==> src/rtl/channel_word_serializer.sv <==
// channel_word_serializer
// Takes one CHANNEL x WIDTH frame per handshake and streams it out as
// CHANNEL data beats (highest channel first), followed by one XOR checksum beat.
// The beats are sent in this order so that a shift-in deserializer, which
// shifts each new word into its low slice, ends up with channel 0 in the low bits.
//
// Handshake rules, for both ports: a transfer happens on a rising clk edge
// where valid && ready. Once out_valid is high, it stays high, and
// out_data/out_chan/out_last stay unchanged, until the edge where out_ready
// completes the transfer. in_data is sampled only on the accept edge.
//
// dbg_state shows the FSM state: 0 = IDLE, 1 = SEND, 2 = CSUM.
module channel_word_serializer #(
  parameter int WIDTH   = 32,
  parameter int CHANNEL = 5
) (
  input  logic                       clk,
  input  logic                       rst,
  input  logic                       in_valid,
  output logic                       in_ready,
  input  logic [CHANNEL*WIDTH-1:0]   in_data,
  output logic                       out_valid,
  input  logic                       out_ready,
  output logic [WIDTH-1:0]           out_data,
  output logic [2:0]                 out_chan,
  output logic                       out_last,
  output logic [1:0]                 dbg_state
);

  typedef enum logic [1:0] {
    ST_IDLE = 2'd0,
    ST_SEND = 2'd1,
    ST_CSUM = 2'd2
  } state_t;

  localparam logic [2:0] LAST_IDX  = 3'(CHANNEL - 1);
  localparam logic [2:0] CSUM_CHAN = 3'(CHANNEL);

  state_t                     state_q, state_d;
  logic [2:0]                 idx_q, idx_d;
  logic [CHANNEL*WIDTH-1:0]   buf_q, buf_d;
  logic [WIDTH-1:0]           csum_q, csum_d;

  logic [WIDTH-1:0]           csum_in;
  logic [WIDTH-1:0]           beat_word;
  logic                       accept;

  // XOR of all channel words of the frame being offered at the input
  always_comb begin
    csum_in = '0;
    for (int k = 0; k < CHANNEL; k++) begin
      csum_in = csum_in ^ in_data[k*WIDTH +: WIDTH];
    end
  end

  // Select the buffered channel word addressed by the beat index
  always_comb begin
    beat_word = '0;
    for (int k = 0; k < CHANNEL; k++) begin
      if (idx_q == 3'(k)) begin
        beat_word = buf_q[k*WIDTH +: WIDTH];
      end
    end
  end

  // Next-state and output logic; a frame accept has priority over a CSUM->IDLE return
  always_comb begin
    state_d   = state_q;
    idx_d     = idx_q;
    buf_d     = buf_q;
    csum_d    = csum_q;
    in_ready  = 1'b0;
    out_valid = 1'b0;
    out_data  = '0;
    out_chan  = '0;
    out_last  = 1'b0;

    case (state_q)
      ST_IDLE: begin
        in_ready = 1'b1;
      end
      ST_SEND: begin
        out_valid = 1'b1;
        out_data  = beat_word;
        out_chan  = idx_q;
        if (out_ready) begin
          if (idx_q != 3'd0) begin
            idx_d = idx_q - 3'd1;
          end else begin
            state_d = ST_CSUM;
          end
        end
      end
      ST_CSUM: begin
        out_valid = 1'b1;
        out_data  = csum_q;
        out_chan  = CSUM_CHAN;
        out_last  = 1'b1;
        // The next frame may only enter on the edge where the checksum beat leaves
        in_ready  = out_ready;
        if (out_ready) begin
          state_d = ST_IDLE;
        end
      end
      default: begin
        state_d = ST_IDLE;
      end
    endcase

    accept = in_valid && in_ready;
    if (accept) begin
      buf_d   = in_data;
      csum_d  = csum_in;
      idx_d   = LAST_IDX;
      state_d = ST_SEND;
    end
  end

  // State, index, frame buffer and checksum registers; async reset drops any frame in flight
  always_ff @(posedge clk or posedge rst) begin
    if (rst) begin
      state_q <= ST_IDLE;
      idx_q   <= '0;
      buf_q   <= '0;
      csum_q  <= '0;
    end else begin
      state_q <= state_d;
      idx_q   <= idx_d;
      buf_q   <= buf_d;
      csum_q  <= csum_d;
    end
  end

  // Expose the FSM state for checkers
  assign dbg_state = state_q;

endmodule

==> config.mk <==
export PLATFORM = sky130hd
export DESIGN_NAME = channel_word_serializer
export DESIGN_NICKNAME = d
export VERILOG_FILES = /design/src/rtl/channel_word_serializer.sv
export SDC_FILE = /design/constraint.sdc
export NUM_CORES = 1
export LEC_CHECK = 0
export ABC_AREA = 1
export BUFFER_PORTS_ARGS = -buffer_cell sky130_fd_sc_hd__buf_2
export CELL_PAD_IN_SITES_DETAIL_PLACEMENT = 1
export CELL_PAD_IN_SITES_GLOBAL_PLACEMENT = 1
export CORE_MARGIN = 2
export CORE_UTILIZATION = 41
export DETAILED_ROUTE_END_ITERATION = 10
export PLACE_DENSITY = 0.92
export SLEW_MARGIN = 25
export SYNTH_ARGS = -nofsm -noshare
export SYNTH_HDL_FRONTEND = slang
export SYNTH_SLANG_ARGS = --single-unit
==> constraint.sdc <==
create_clock -name clk -period 8.1 [get_ports clk]
set_clock_uncertainty 0.15 [all_clocks]
set_input_delay 1.215 -clock clk [delete_from_list [all_inputs] [get_ports clk]]
set_output_delay 1.215 -clock clk [all_outputs]
set_load 0.005 [all_outputs]
==> metrics.txt <==
# TYPE chip_impl_metric gauge
chip_impl_info{name="status",value="complete, no violations"} 1
chip_impl_info{name="synth.top_cells.by_area",value="sky130_fd_sc_hd__dfrtp_1 (43%), sky130_fd_sc_hd__nand2_1 (23%), sky130_fd_sc_hd__inv_1 (6.4%), sky130_fd_sc_hd__xnor2_1 (4.8%), sky130_fd_sc_hd__xor2_1 (4.8%)"} 1
chip_impl_metric{name="postCtsResizedCells",unit=""} 0
chip_impl_metric{name="placed_cells_incl_taps",unit=""} 2158
chip_impl_metric{name="timing_worst_slew_pin_value",unit="ns"} 1.02
chip_impl_metric{name="holdWs",unit="ns"} 0.326
chip_impl_info{name="highest_layer",value="met4"} 1
chip_impl_metric{name="worst_ir_drop_vdd",unit="mV"} 0.195
chip_impl_metric{name="initial_antenna_violation_count",unit=""} 1
chip_impl_metric{name="area.sequential",unit="um2"} 4930
chip_impl_info{name="worstPathCellList",value="inv_2, nand2_2, buf_4, nand2_1, inv_1, nand2_1, nand2_1, nand2_1, nand2_1, a21oi_1, buf_2"} 1
chip_impl_info{name="rr_startpoint",value="dbg_state[0]"} 1
chip_impl_metric{name="detail_route.wirelength.met1",unit="um"} 15200
chip_impl_info{name="post-synth-top-count-cell",value="sky130_fd_sc_hd__nand2_1"} 1
chip_impl_metric{name="dpl_worst_slack",unit="ns"} 3.62
chip_impl_info{name="ctsRootBufferMaster",value="sky130_fd_sc_hd__clkbuf_16"} 1
chip_impl_metric{name="ys_ff_latch",unit=""} 197
chip_impl_info{name="hold_class",value="flop to flop"} 1
chip_impl_info{name="critPathLaunch",value="idx_q[2]"} 1
chip_impl_metric{name="netlist_instances",unit=""} 1653
chip_impl_info{name="dominantRegCellSynth",value="sky130_fd_sc_hd__dfrtp_1"} 1
chip_impl_metric{name="floorplan.io_pins",unit=""} 204
chip_impl_metric{name="timing.final.crit_share",unit="%"} 59.7
chip_impl_metric{name="total_leakage_power",unit="nW"} 7.33
chip_impl_metric{name="slew_violations",unit=""} 0
chip_impl_metric{name="detail_route.wirelength",unit="um"} 35700
chip_impl_metric{name="worstPathMaxFanout",unit=""} 44
chip_impl_metric{name="port_buffer_count",unit=""} 203
chip_impl_metric{name="setup-tns-final",unit="ns"} 0
chip_impl_metric{name="cp_slowest_stage_delay",unit="ns"} 0.69
chip_impl_metric{name="initial_utilization",unit="%"} 41.7
chip_impl_metric{name="core.rowCount",unit=""} 61
chip_impl_metric{name="post-route-worst-setup-slack",unit="ns"} 3.27
chip_impl_metric{name="route.detailed.drc",unit=""} 0
chip_impl_metric{name="finalHoldViolCount",unit=""} 0
chip_impl_metric{name="cts.clk_slew.worst_paths",unit="ns"} 0.07
chip_impl_metric{name="dr.pass1.iters",unit=""} 4
chip_impl_metric{name="synth.distinct_cells",unit=""} 22
chip_impl_metric{name="cts_hold_buf",unit=""} 0
chip_impl_metric{name="layout-drive-gt1-share",unit="%"} 14.2
chip_impl_metric{name="ys_seq_area_share",unit="%"} 42.6
chip_impl_metric{name="final_cell_count_no_fill",unit=""} 2193
chip_impl_metric{name="relative_max_transition_margin",unit="%"} 32.2
chip_impl_info{name="rsz0062_at_grt",value="false"} 1
chip_impl_metric{name="first_iter_violations",unit=""} 766
chip_impl_info{name="timing.critical_path.from_type",value="flop"} 1
chip_impl_metric{name="route.met2.wl",unit="um"} 18400
chip_impl_metric{name="synthesis.nets",unit=""} 1825
chip_impl_metric{name="grt_max_degree",unit=""} 124
chip_impl_metric{name="detailroute.via_count",unit=""} 11000
chip_impl_metric{name="die-area",unit="um2"} 29600
chip_impl_metric{name="layout_min_cycle_time",unit="ns"} 4.83
chip_impl_metric{name="synth_area_per_cell",unit="um2"} 7.01
chip_impl_metric{name="postLayoutCoreUtil",unit="%"} 48.0
chip_impl_metric{name="wl_met3",unit="um"} 1180
chip_impl_metric{name="gp_routability_congestion",unit=""} 0.789
chip_impl_info{name="cts_tree",value="yes"} 1
chip_impl_metric{name="multi_input_area",unit="um2"} 5480
chip_impl_metric{name="vias_per_cell",unit=""} 4.99
chip_impl_metric{name="maxCapViolCount",unit=""} 0
chip_impl_metric{name="die_x",unit="um"} 172
chip_impl_info{name="worstHoldStart",value="buf_q[95]"} 1
chip_impl_metric{name="cts_sinks",unit=""} 197
chip_impl_info{name="cp_common_cell",value="sky130_fd_sc_hd__nand2_1"} 1
chip_impl_info{name="criticalPathCategory",value="flop to output port"} 1
chip_impl_metric{name="gr_util_all_layers",unit="%"} 24.9
chip_impl_metric{name="synth-edff-count",unit=""} 0
chip_impl_info{name="synth_area_leader_cell",value="sky130_fd_sc_hd__dfrtp_1"} 1
chip_impl_metric{name="crit_required",unit="ns"} 6.73
chip_impl_metric{name="total_congestion_overflow",unit=""} 0
chip_impl_metric{name="cts_made_buffers",unit=""} 17
chip_impl_metric{name="floorplan.die.height",unit="um"} 172
chip_impl_metric{name="final_nets",unit=""} 1972
chip_impl_metric{name="number_of_antenna_violating_nets_in_the_routed_design",unit=""} 0
chip_impl_metric{name="cts_setup_buffers",unit=""} 0
chip_impl_metric{name="synthArstFlopShare",unit="%"} 100
chip_impl_metric{name="yosys_warning_total",unit=""} 0
chip_impl_metric{name="worst-endpoint-arrival",unit="ns"} 3.47
chip_impl_metric{name="power_density",unit="nW/um2"} 347
chip_impl_metric{name="core",unit="um2"} 27800
chip_impl_metric{name="insertion_delay",unit="ns"} 0.43
chip_impl_metric{name="dpl.hpwl",unit="um"} 24000
chip_impl_metric{name="final-setup-viol-count",unit=""} 0
chip_impl_metric{name="syn-cell-area",unit="um2"} 11600
chip_impl_info{name="setup.worst_path.end_class",value="output port"} 1
chip_impl_metric{name="first_global_vias",unit=""} 11800
chip_impl_metric{name="cts-htree-levels",unit=""} 4
chip_impl_metric{name="fmax",unit="MHz"} 207
chip_impl_metric{name="global_route_wire_length_before_repair",unit="um"} 57900
chip_impl_info{name="synth_top_cells_by_count",value="sky130_fd_sc_hd__nand2_1 (706), sky130_fd_sc_hd__dfrtp_1 (197), sky130_fd_sc_hd__inv_1 (196)"} 1
chip_impl_metric{name="synth_top_area_share",unit="%"} 42.6
chip_impl_info{name="crit_slowest_cell",value="sky130_fd_sc_hd__inv_2"} 1
chip_impl_metric{name="areaGrowthSynthToFinish",unit="%"} 15.3
chip_impl_metric{name="final_routed_wire_length_divided_by_cell_count",unit="um"} 16.3
chip_impl_metric{name="cts_buffer_depth",unit=""} 2
chip_impl_metric{name="fillerInstances",unit=""} 3713
stage by stage:
step | total power [mW] | area, um2
floorplan | 3.10 | 11600
global placement | 3.62 | 12700
detailed placement | 3.77 | 12700
CTS | 4.66 | 13300
global route | 5.04 | 13300
finish | 4.64 | 13300
layout by cell type, fill, tap and decap left out, types with 2 or more instances in the layout:
cell type / n
sky130_fd_sc_hd__nand2_2: 3
sky130_fd_sc_hd__inv_6: 3
sky130_fd_sc_hd__clkinvlp_4: 2
sky130_fd_sc_hd__a21oi_1: 36
sky130_fd_sc_hd__xor2_1: 64
sky130_fd_sc_hd__clkbuf_8: 4
sky130_fd_sc_hd__dfrtp_1: 197
sky130_fd_sc_hd__nand3_1: 107
sky130_fd_sc_hd__inv_8: 6
sky130_fd_sc_hd__clkbuf_16: 17
sky130_fd_sc_hd__ha_2: 2
sky130_fd_sc_hd__buf_2: 203
sky130_fd_sc_hd__inv_1: 194
sky130_fd_sc_hd__o21ai_0: 84
sky130_fd_sc_hd__nand2_1: 704
sky130_fd_sc_hd__buf_4: 8
sky130_fd_sc_hd__o21ai_1: 33
sky130_fd_sc_hd__xnor2_1: 64
sky130_fd_sc_hd__inv_2: 2
sky130_fd_sc_hd__diode_2: 2
sky130_fd_sc_hd__clkinv_4: 2
sky130_fd_sc_hd__nor2_1: 64
sky130_fd_sc_hd__ha_1: 6
sky130_fd_sc_hd__clkinv_1: 2
where the power goes:
part	internal (mW)	switching [mW]
Combinational	0.658	1.40
Sequential	1.46	0.250
Clock	0.441	0.426
sequential cells by signal, summed over array words and instances, names as in the netlist:
| name | cells |
|---|---|
| idx_q | 3 |
| csum_q | 32 |
| buf_q | 160 |
| dbg_state | 2 |
worst max-delay path, delay by kind of cell (launching register included):
| family | cells | cell delay, ns |
|---|---|---|
| AND/OR/NAND/NOR | 6 | 1.02 |
| AO/OA/AOI/OAI | 1 | 0.17 |
| flip-flops | 1 | 0.45 |
| buffers and inverters | 4 | 1.36 |
area by class of cell:
class / count / area share, %
repair buffers: 213 / 8.30
inverters: 200 / 5.72
clock buffers: 21 / 3.60
diodes: 2 / 0.0375
flip-flops and latches: 197 / 36.9
well taps: 378 / 3.54
multi-input cells: 1171 / 41.1
clock inverters: 11 / 0.797
final timing paths:
path                                 to  slack [ns]  cells after the start
setup / recovery           out_data[19]        3.27                     11
min in group asynchronous    buf_q[151]        0.76                      2
hold / removal                buf_q[95]        0.33                      2
max in group asynchronous    buf_q[130]        5.74                      3
hold reg to reg               buf_q[95]        0.33                      2
setup reg to reg             buf_q[114]        3.68                      8
layer usage:
metal / global-route usage [%] / vias up
met1: 30.1 / 5381
met2: 44.9 / 237
met4: 9.39 / 0
met3: 3.50 / 58
met5: 0 / -
li1: - / 5274
logic make-up after synthesis:
family / Yosys count / share of synthesized area [%]
AOI/OAI and AO/OA: 154 / 6.75
xor gates and xnor gates: 128 / 9.68
adders and majority gates: 8 / 0.864
buffers and inverters: 285 / 10.3
DFF: 197 / 42.6
and+or+nand+nor: 881 / 29.8
(Power assumes the default switching activity.)
